===== config.mk =====
export PLATFORM = sky130hd
export DESIGN_NAME = seg_scan_ctrl
export DESIGN_NICKNAME = d
export VERILOG_FILES = /design/src/rtl/seg_scan_ctrl_pkg.sv /design/src/rtl/bcd7seg.sv /design/src/rtl/seg_scan_ctrl.sv
export SDC_FILE = /design/constraint.sdc
export NUM_CORES = 1
export LEC_CHECK = 0
export ABC_AREA = 1
export ABC_CLOCK_PERIOD_IN_PS = 3900
export CAP_MARGIN = 10
export CORE_MARGIN = 8
export CORE_UTILIZATION = 51
export CTS_BUF_LIST = sky130_fd_sc_hd__clkbuf_4 sky130_fd_sc_hd__clkbuf_8 sky130_fd_sc_hd__clkbuf_16
export CTS_CLUSTER_DIAMETER = 50
export DETAILED_ROUTE_END_ITERATION = 8
export GPL_ROUTABILITY_DRIVEN = 0
export PLACE_DENSITY_LB_ADDON = 0.3
export SLEW_MARGIN = 30
export SYNTH_ARGS = -nofsm -noshare
export SYNTH_HDL_FRONTEND = slang
export SYNTH_HIERARCHICAL = 1
export SYNTH_SLANG_ARGS = --single-unit

===== constraint.sdc =====
create_clock -name clk -period 3.9 [get_ports clk]
set_clock_uncertainty 0.15 [all_clocks]
set_input_delay 0.975 -clock clk [delete_from_list [all_inputs] [get_ports clk]]
set_output_delay 0.975 -clock clk [all_outputs]
set_load 0.03 [all_outputs]

===== src/rtl/seg_scan_ctrl_pkg.sv =====
// rtl/seg_scan_ctrl_pkg.sv - shared types and constants for the 7-segment scan controller
package seg_scan_ctrl_pkg;

  typedef enum logic [1:0] {
    ST_IDLE = 2'd0,
    ST_SHOW = 2'd1,
    ST_GAP  = 2'd2
  } state_t;

  localparam int SEG_A  = 7;
  localparam int SEG_B  = 6;
  localparam int SEG_C  = 5;
  localparam int SEG_D  = 4;
  localparam int SEG_E  = 3;
  localparam int SEG_F  = 2;
  localparam int SEG_G  = 1;
  localparam int SEG_DP = 0;

  localparam logic [7:0] SEG_OFF = 8'h00;

  function automatic int max_int(input int a, input int b);
    return (a > b) ? a : b;
  endfunction

endpackage


===== src/rtl/bcd7seg.sv =====
// rtl/bcd7seg.sv - hex nibble to active-high {a..g,dp} segment pattern, dp always 0
module bcd7seg
  import seg_scan_ctrl_pkg::*;
(
  input  logic [3:0] nibble,
  output logic [7:0] seg
);

  always_comb begin
    seg = SEG_OFF;
    case (nibble)
      4'h0: seg = 8'hFC;
      4'h1: seg = 8'h60;
      4'h2: seg = 8'hDA;
      4'h3: seg = 8'hF2;
      4'h4: seg = 8'h66;
      4'h5: seg = 8'hB6;
      4'h6: seg = 8'hBE;
      4'h7: seg = 8'hE0;
      4'h8: seg = 8'hFE;
      4'h9: seg = 8'hF6;
      4'hA: seg = 8'hEE;
      4'hB: seg = 8'h3E;
      4'hC: seg = 8'h9C;
      4'hD: seg = 8'h7A;
      4'hE: seg = 8'h9E;
      4'hF: seg = 8'h8E;
      default: seg = SEG_OFF;
    endcase
  end

endmodule


===== src/rtl/seg_scan_ctrl.sv =====
// rtl/seg_scan_ctrl.sv - time-multiplexed 7-segment scanner with double-buffered, tear-free updates
module seg_scan_ctrl
  import seg_scan_ctrl_pkg::*;
#(
  parameter int NDIG  = 8,
  parameter int DIV   = 1000,
  parameter int BLANK = 16
) (
  input  logic              clk,
  input  logic              rst,
  input  logic              en,
  input  logic              lz_en,
  input  logic              wr_valid,
  output logic              wr_ready,
  input  logic [4*NDIG-1:0] wr_data,
  input  logic [NDIG-1:0]   wr_dp,
  output logic [7:0]        seg,
  output logic [NDIG-1:0]   an,
  output logic              frame_done
);

  localparam int CW = $clog2(max_int(DIV, BLANK) + 1);
  localparam int IW = $clog2(NDIG);

  localparam logic [CW-1:0] DIV_LAST   = CW'(DIV - 1);
  localparam logic [CW-1:0] BLANK_LAST = CW'((BLANK > 0) ? BLANK - 1 : 0);
  localparam logic [IW-1:0] IDX_LAST   = IW'(NDIG - 1);

  state_t              state_q, state_d;
  logic [IW-1:0]       idx_q, idx_d;
  logic [CW-1:0]       cnt_q, cnt_d;
  logic [NDIG-1:0]     an_q, an_d;
  logic [7:0]          seg_q, seg_d;
  logic                frame_done_q, frame_done_d;
  logic [4*NDIG-1:0]   act_data_q, act_data_d;
  logic [NDIG-1:0]     act_dp_q, act_dp_d;
  logic [4*NDIG-1:0]   pend_data_q, pend_data_d;
  logic [NDIG-1:0]     pend_dp_q, pend_dp_d;
  logic                pend_full_q, pend_full_d;
  logic                wr_ready_q, wr_ready_d;

  logic                boundary;
  logic [IW-1:0]       next_idx;
  logic                xfer;
  logic                commit;
  logic [3:0]          nib;
  logic [7:0]          dec_seg;
  logic [7:0]          seg_show;
  logic                blank;
  logic [NDIG:0]       zero_from;

  assign next_idx = (idx_q == IDX_LAST) ? '0 : idx_q + IW'(1);

  // Scan sequencing; boundary marks the cycle that finishes the last digit
  always_comb begin
    state_d  = state_q;
    idx_d    = idx_q;
    cnt_d    = cnt_q;
    boundary = 1'b0;
    case (state_q)
      ST_IDLE: begin
        if (en) begin
          state_d = ST_SHOW;
          idx_d   = '0;
          cnt_d   = '0;
        end
      end
      ST_SHOW: begin
        if (cnt_q == DIV_LAST) begin
          cnt_d = '0;
          if (BLANK > 0) begin
            state_d = ST_GAP;
          end else begin
            idx_d    = next_idx;
            boundary = (idx_q == IDX_LAST);
          end
        end else begin
          cnt_d = cnt_q + CW'(1);
        end
      end
      ST_GAP: begin
        if (cnt_q == BLANK_LAST) begin
          cnt_d    = '0;
          state_d  = ST_SHOW;
          idx_d    = next_idx;
          boundary = (idx_q == IDX_LAST);
        end else begin
          cnt_d = cnt_q + CW'(1);
        end
      end
      default: begin
        state_d = ST_IDLE;
        idx_d   = '0;
        cnt_d   = '0;
      end
    endcase
    if (!en) begin
      state_d  = ST_IDLE;
      idx_d    = '0;
      cnt_d    = '0;
      boundary = 1'b0;
    end
  end

  // Double buffer: pending only reaches the active copy between frames or while idle
  always_comb begin
    xfer        = wr_valid & wr_ready_q;
    commit      = pend_full_q & (boundary | (state_q == ST_IDLE));
    act_data_d  = commit ? pend_data_q : act_data_q;
    act_dp_d    = commit ? pend_dp_q : act_dp_q;
    pend_data_d = xfer ? wr_data : pend_data_q;
    pend_dp_d   = xfer ? wr_dp : pend_dp_q;
    pend_full_d = pend_full_q;
    if (commit) begin
      pend_full_d = 1'b0;
    end else if (xfer) begin
      pend_full_d = 1'b1;
    end
    wr_ready_d = ~pend_full_d;
  end

  // zero_from[i]: digit i and every digit above it are zero
  assign zero_from[NDIG] = 1'b1;
  for (genvar g = 0; g < NDIG; g++) begin : g_zero
    assign zero_from[g] = zero_from[g+1] & (act_data_d[4*g +: 4] == 4'h0);
  end

  assign nib = act_data_d[idx_d*4 +: 4];

  bcd7seg u_dec (
    .nibble (nib),
    .seg    (dec_seg)
  );

  // Outputs are computed for the upcoming cycle so they register alongside the state
  always_comb begin
    blank    = lz_en & (idx_d != '0) & zero_from[idx_d];
    seg_show = dec_seg;
    if (blank) begin
      seg_show[SEG_A:SEG_G] = '0;
    end
    seg_show[SEG_DP] = act_dp_d[idx_d];
    if (state_d == ST_SHOW) begin
      an_d  = NDIG'(1) << idx_d;
      seg_d = seg_show;
    end else begin
      an_d  = '0;
      seg_d = SEG_OFF;
    end
    frame_done_d = boundary;
  end

  always_ff @(posedge clk or posedge rst) begin
    if (rst) begin
      state_q      <= ST_IDLE;
      idx_q        <= '0;
      cnt_q        <= '0;
      an_q         <= '0;
      seg_q        <= SEG_OFF;
      frame_done_q <= 1'b0;
      act_data_q   <= '0;
      act_dp_q     <= '0;
      pend_data_q  <= '0;
      pend_dp_q    <= '0;
      pend_full_q  <= 1'b0;
      wr_ready_q   <= 1'b1;
    end else begin
      state_q      <= state_d;
      idx_q        <= idx_d;
      cnt_q        <= cnt_d;
      an_q         <= an_d;
      seg_q        <= seg_d;
      frame_done_q <= frame_done_d;
      act_data_q   <= act_data_d;
      act_dp_q     <= act_dp_d;
      pend_data_q  <= pend_data_d;
      pend_dp_q    <= pend_dp_d;
      pend_full_q  <= pend_full_d;
      wr_ready_q   <= wr_ready_d;
    end
  end

  assign an         = an_q;
  assign seg        = seg_q;
  assign frame_done = frame_done_q;
  assign wr_ready   = wr_ready_q;

endmodule

==> results of run 1 <==
metrics by stage:
step	std cells	setup WS [ps]
after global placement	871	178.3
after CTS	901	500.3
after detailed placement	871	117.4
after floorplan	674	782.2
final	901	453.1
after global routing	901	75.20
power by group through the flow:
| stage | Combinational [uW] | Clock [uW] | Sequential, uW |
|---|---|---|---|
| global placement | 1720 | 0 | 1850 |
| floorplan | 1240 | 0 | 1860 |
| detailed placement | 1770 | 0 | 1860 |
| global route | 2070 | 1610 | 1900 |
| CTS | 1800 | 1560 | 1850 |
| finish | 1810 | 1530 | 1850 |
final timing paths:
check / startpoint / to / slack, ps
max: cnt_q[0] / seg[4] / 450
min: pend_dp_q[0] / pend_dp_q[0] / 320
max reg2reg: cnt_q[0] / seg[4] / 450
min reg2reg: pend_dp_q[0] / pend_dp_q[0] / 320
max in group asynchronous: rst / pend_data_q[16] / 1950
min in group asynchronous: rst / cnt_q[3] / 740
metal layers:
| metal | share of wire | routed length, um | global-route usage | vias up |
|---|---|---|---|---|
| li1 | - | - | - | 2233 |
| met1 | 0.43 | 5350 | 0.2213 | 2118 |
| met5 | 0 | 0 | 0 | - |
| met3 | 0.052 | 649 | 0.04913 | 30 |
| met2 | 0.49 | 6092 | 0.3200 | 162 |
| met4 | 0.026 | 321 | 0.08775 | 0 |
state kept, by name, indices dropped and copies added (netlist names):
| register | cells |
|---|---|
| act_data_q | 32 |
| act_dp_q | 8 |
| an | 8 |
| cnt_q | 10 |
| frame_done | 1 |
| idx_q | 3 |
| pend_data_q | 32 |
| pend_dp_q | 8 |
| pend_full_q | 1 |
| seg | 8 |
| state_q | 2 |
| wr_ready | 1 |
cell type report:
cell class / instances / area, sq um
fill: 824 / 3455
sequential: 114 / 2854
multi-input combinational: 464 / 2170
timing repair buffer: 82 / 795.8
clock buffer: 21 / 462.9
inverter: 75 / 285.3
tap: 136 / 170.2
clock inverter: 9 / 131.4
tightest hold or removal path, stage by stage, from the launching register on:
cell     delay (ps)
dfrtp_1         330
nand2_1          50
nand2_1          60
==> impl_metrics.py, run 1 <==
metrics = {
    "outcome": {
        "status": "complete, no violations",
    },
    "power_and_ir_drop": {
        "switching_share": 0.3591,
        "pwr-share-comb": 0.348,
        "power_uw": 5190,
        "intPower_uw": 3326,
        "ir_drop_mv": 0.4403,
        "p_clk_frac": 0.295,
        "leakagePower_uw": 0.003525,
        "p_switching_uw": 1864,
        "p_per_area_nw_per_um2": 755.6,
        "seq_power_share": 0.357,
    },
    "cts": {
        "cts_setup_buffers": 0,
        "htreeDepth": 4,
        "cts.root.buffer_cell": "clkbuf_8",
        "cts_tree": "yes",
        "clk_pin_slew_ps": 60,
        "postCtsHoldBufs": 0,
        "cts_num_sinks": 114,
        "cts_resized": 0,
        "numCtsBuffers": 17,
        "clock_latency_ps": 510,
        "clock_path_buffers": 2,
    },
    "global_route": {
        "grt_max_degree": 72,
        "grt_pass1_wl_um": 22040,
        "antenna_found_initial": 0,
        "grt_pass1_vias": 4906,
        "gr-total-overflow": 0,
        "gr-usage-all-layers": 0.1892,
    },
    "hold_path": {
        "hp-class": "flop to flop",
        "hold_path_depth": 2,
    },
    "sta": {
        "timing.fmax_ghz": 0.2901,
        "fin_crit_ps": 3447,
        "timing.hold.ws_ps": 322.7,
        "slew_viol_final": 0,
        "worst_pin_slew_ps": 628.9,
        "setup_viol": 0,
        "slew_headroom": 0.5807,
        "rsz0062_at_grt": "no",
        "setup_tns_ps": 0,
        "post-route-period-util": 0.8838,
        "hold_viol": 0,
    },
    "route": {
        "drc_errors": 0,
        "viasPerCell": 5.042,
        "vias": 4543,
        "postRouteAntennaNets": 0,
        "dr.pass1.iters": 7,
        "drt-wirelength-per-cell_um": 13.78,
        "drt_iter0_markers": 242,
        "routed_wl_um": 12410,
    },
    "cells_and_area": {
        "final_cell_mix": "nand2_1 (284), dfrtp_1 (113), inv_1 (71), clkdlybuf4s50_1 (62), nor2_1 (43)",
        "final_common_cell": "nand2_1",
        "drive_above_1_share": 0.1137,
        "num_antenna_cells": 0,
        "fin_util": 0.6654,
        "area_growth_pct": 26.70,
        "finalInstanceArea_sq_um": 6869,
        "nets": 813,
    },
    "yosys": {
        "syn_inst": 674,
        "yosysWarningCount": 6,
        "netlist_area_sq_um": 5421,
        "synth_fp_nets": 733,
        "synth_area_per_cell_sq_um": 8.044,
    },
    "worst_setup_path": {
        "critPathTopFamily": "simple AND/OR/NAND/NOR gates",
        "reg2reg_depth": 23,
        "critical_path_required_ps": 4180,
        "start_kind": "flop",
        "cp-end-kind": "flop",
        "crit_type": "flop to flop",
        "path_depth": 23,
        "critPathArrivalTime_ps": 3730,
        "max_stage_delay_ps": 420,
        "cp_max_fo": 9,
        "critical_path.cell_chain": "ha_1 -> nand2_2 -> nor2_2 -> nand2_1 -> nand2_1 -> nand2_1 -> nand2_1 -> nand2_1 -> nand2_1 -> inv_1 -> nor2_2 -> nand2_1 -> o2111ai_1 -> nand2_1 -> nand2_1 -> inv_1 -> ha_1 -> nand2_1 -> o21ai_0 -> nand2_1 -> nand2_1 -> nand2_1 -> a21oi_1",
        "crit_top_cell": "nand2_1",
        "slowest_stage": "dfrtp_1",
        "cp_num_buf_inv": 2,
    },
    "floorplan": {
        "pin_count": 63,
        "die_area_sq_um": 14190,
        "rows": 37,
        "start_util": 0.5251,
        "chipWidth_um": 119.1,
        "die_h_um": 119.1,
        "core_area_sq_um": 10320,
    },
    "run": {
        "maxCapViolations": 0,
    },
    "placed_design": {
        "portBuffers": 62,
        "place_area_sq_um": 6275,
        "hpwl_um": 8988,
    },
}
No activity file was read; power rests on OpenSTA's default activity.
==> inputs of run 2 (changes only) <==
--- a/config.mk
+++ b/config.mk
@@ -14,7 +14,7 @@
 export CTS_CLUSTER_DIAMETER = 50
 export DETAILED_ROUTE_END_ITERATION = 8
 export GPL_ROUTABILITY_DRIVEN = 0
-export PLACE_DENSITY_LB_ADDON = 0.3
+export PLACE_DENSITY = 0.77
 export SLEW_MARGIN = 30
 export SYNTH_ARGS = -nofsm -noshare
 export SYNTH_HDL_FRONTEND = slang
==> run 2 against run 1 <==
  * Non-clock buffer count up 2
  * Critical path type unchanged
  * Final cell count rose by 0.33%
  * Fmax down 0.90%
  * First-iteration DRC count rose by 48%
  * Largest power group unchanged
  * Register-to-register slack worse by 30 ps
  * Critical path depth is 4 lower
  * Critical endpoint is now seg[5]
  * Sequential share of layout area down 0.098 points
==> impl_metrics.py, run 2 (same netlist as run 1, synthesis figures left out) <==
metrics = {
    "outcome": {
        "status": "complete, no violations",
    },
    "worst_setup_path": {
        "start_kind": "flop",
        "reg2reg_depth": 19,
        "critical_path_required_ps": 4140,
        "r2r_setup_slack_ps": 420,
        "r2r_end": "seg[5]",
        "crit_type": "flop to flop",
        "rr_startpoint": "cnt_q[0]",
        "critPathArrivalTime_ps": 3720,
        "cp-end-kind": "flop",
        "cp_max_fo": 9,
    },
    "floorplan": {
        "rows": 37,
        "die_h_um": 119.1,
        "start_util": 0.5251,
        "die_area_sq_um": 14190,
        "chipWidth_um": 119.1,
        "pin_count": 63,
        "core_area_sq_um": 10320,
    },
    "cts": {
        "clock_latency_ps": 510,
        "cts.root.buffer_cell": "clkbuf_8",
        "cts_resized": 0,
        "cts_setup_buffers": 0,
        "postCtsHoldBufs": 0,
        "cts_num_sinks": 114,
        "clock_path_buffers": 2,
        "numCtsBuffers": 17,
        "clk_pin_slew_ps": 60,
        "cts_tree": "yes",
        "htreeDepth": 4,
    },
    "sta": {
        "fin_crit_ps": 3478,
        "rsz0062_at_grt": "no",
        "timing.fmax_ghz": 0.2875,
        "post-route-period-util": 0.8919,
        "hold_viol": 0,
        "setup_slack_ps": 421.7,
        "slew_headroom": 0.4966,
        "setup_viol": 0,
        "slew_viol_final": 0,
        "worst_pin_slew_ps": 753.5,
        "setup_tns_ps": 0,
    },
    "cells_and_area": {
        "reg_top3": "act_data_q (32), pend_data_q (32), cnt_q (10)",
        "area_growth_pct": 27.00,
        "num_antenna_cells": 0,
        "final_cell_mix": "nand2_1 (284), dfrtp_1 (113), inv_1 (71), clkdlybuf4s50_1 (62), nor2_1 (43)",
        "final_common_cell": "nand2_1",
        "drive_above_1_share": 0.1172,
        "nets": 815,
    },
    "placed_design": {
        "portBuffers": 62,
        "dp_worst_setup_slack_ps": 54.34,
        "hpwl_um": 8997,
    },
    "power_and_ir_drop": {
        "leakagePower_uw": 0.003538,
        "ir_drop_mv": 0.3838,
        "p_per_area_nw_per_um2": 759.9,
    },
    "global_route": {
        "grt_pass1_wl_um": 22620,
        "grtUsageMet1": 0.2326,
        "gr-usage-all-layers": 0.1936,
        "grt_pass1_vias": 4817,
        "antenna_found_initial": 0,
        "met3_usage": 0.04960,
        "busiest_layer": "met2",
        "grtUsageMet2": 0.3291,
        "grt_max_degree": 45,
        "gr-total-overflow": 0,
    },
    "route": {
        "drt_iter0_markers": 358,
        "dr.pass1.iters": 6,
        "drt-wirelength-per-cell_um": 14.16,
        "drc_errors": 0,
        "vias": 4638,
        "postRouteAntennaNets": 0,
        "routed_wl_um": 12800,
        "viasPerCell": 5.131,
    },
    "hold_path": {
        "min_to": "pend_dp_q[4]",
        "hp-class": "flop to flop",
        "holdCritStartpoint": "pend_dp_q[4]",
        "hold_path_depth": 2,
    },
    "run": {
        "maxCapViolations": 0,
    },
}
[run 2: worst max-delay path, stage by stage (launching register included)]
cell,delay [ps]
dfrtp_1,410
ha_1,210
nand2_2,90
nor2_2,170
nand2_1,110
nor2_2,190
nand2_1,80
nand2_1,130
nand2_2,110
nor2_1,380
buf_4,240
a22oi_1,100
o211ai_1,110
nand2_1,100
nand2_1,240
inv_1,170
o21ai_0,140
nand2_1,90
nand2_1,90
a21oi_1,40
[run 2: power by group]
group	total (uW)	switching (uW)	leakage, uW	internal [uW]
clock	1540	519	0.000289	1020
sequential	1850	213	0.00144	1640
combinational	1840	1160	0.00181	680
total	5230	1890	0.00354	3340
[run 2: per-layer routing]
layer | up-vias | share of wire
li1 | 2240 | -
met1 | 2202 | 0.42
met2 | 167 | 0.51
met3 | 29 | 0.054
met4 | 0 | 0.023
met5 | - | 0
[run 2: final cells by class]
class | count | area [sq um]
fill | 815 | 3438
tap | 136 | 170.2
timing repair buffer | 84 | 810.8
sequential | 114 | 2854
inverter | 75 | 285.3
clock inverter | 10 | 132.6
multi-input combinational | 464 | 2170
clock buffer | 21 | 462.9
[run 2: worst max path at each step]
stage | from | end
floorplan | en | seg[4]
global route | cnt_q[0] | seg[4]
global placement | en | seg[4]
detailed placement | en | seg[6]
finish | cnt_q[0] | seg[5]
CTS | cnt_q[0] | seg[5]
[run 2: stage by stage]
stage / utilization / std cells / total power [uW] / instance area [sq um] / hold WS (ps)
detailed placement: 0.6093 / 873 / 3651 / 6290 / 318.1
floorplan: - / 674 / 3101 / 5425 / 293.6
global route: 0.6669 / 904 / 5617 / 6885 / 353.4
CTS: 0.6669 / 904 / 5251 / 6885 / 333.5
finish: 0.6669 / 904 / 5232 / 6885 / 330.3
global placement: 0.6093 / 873 / 3585 / 6290 / 314.5
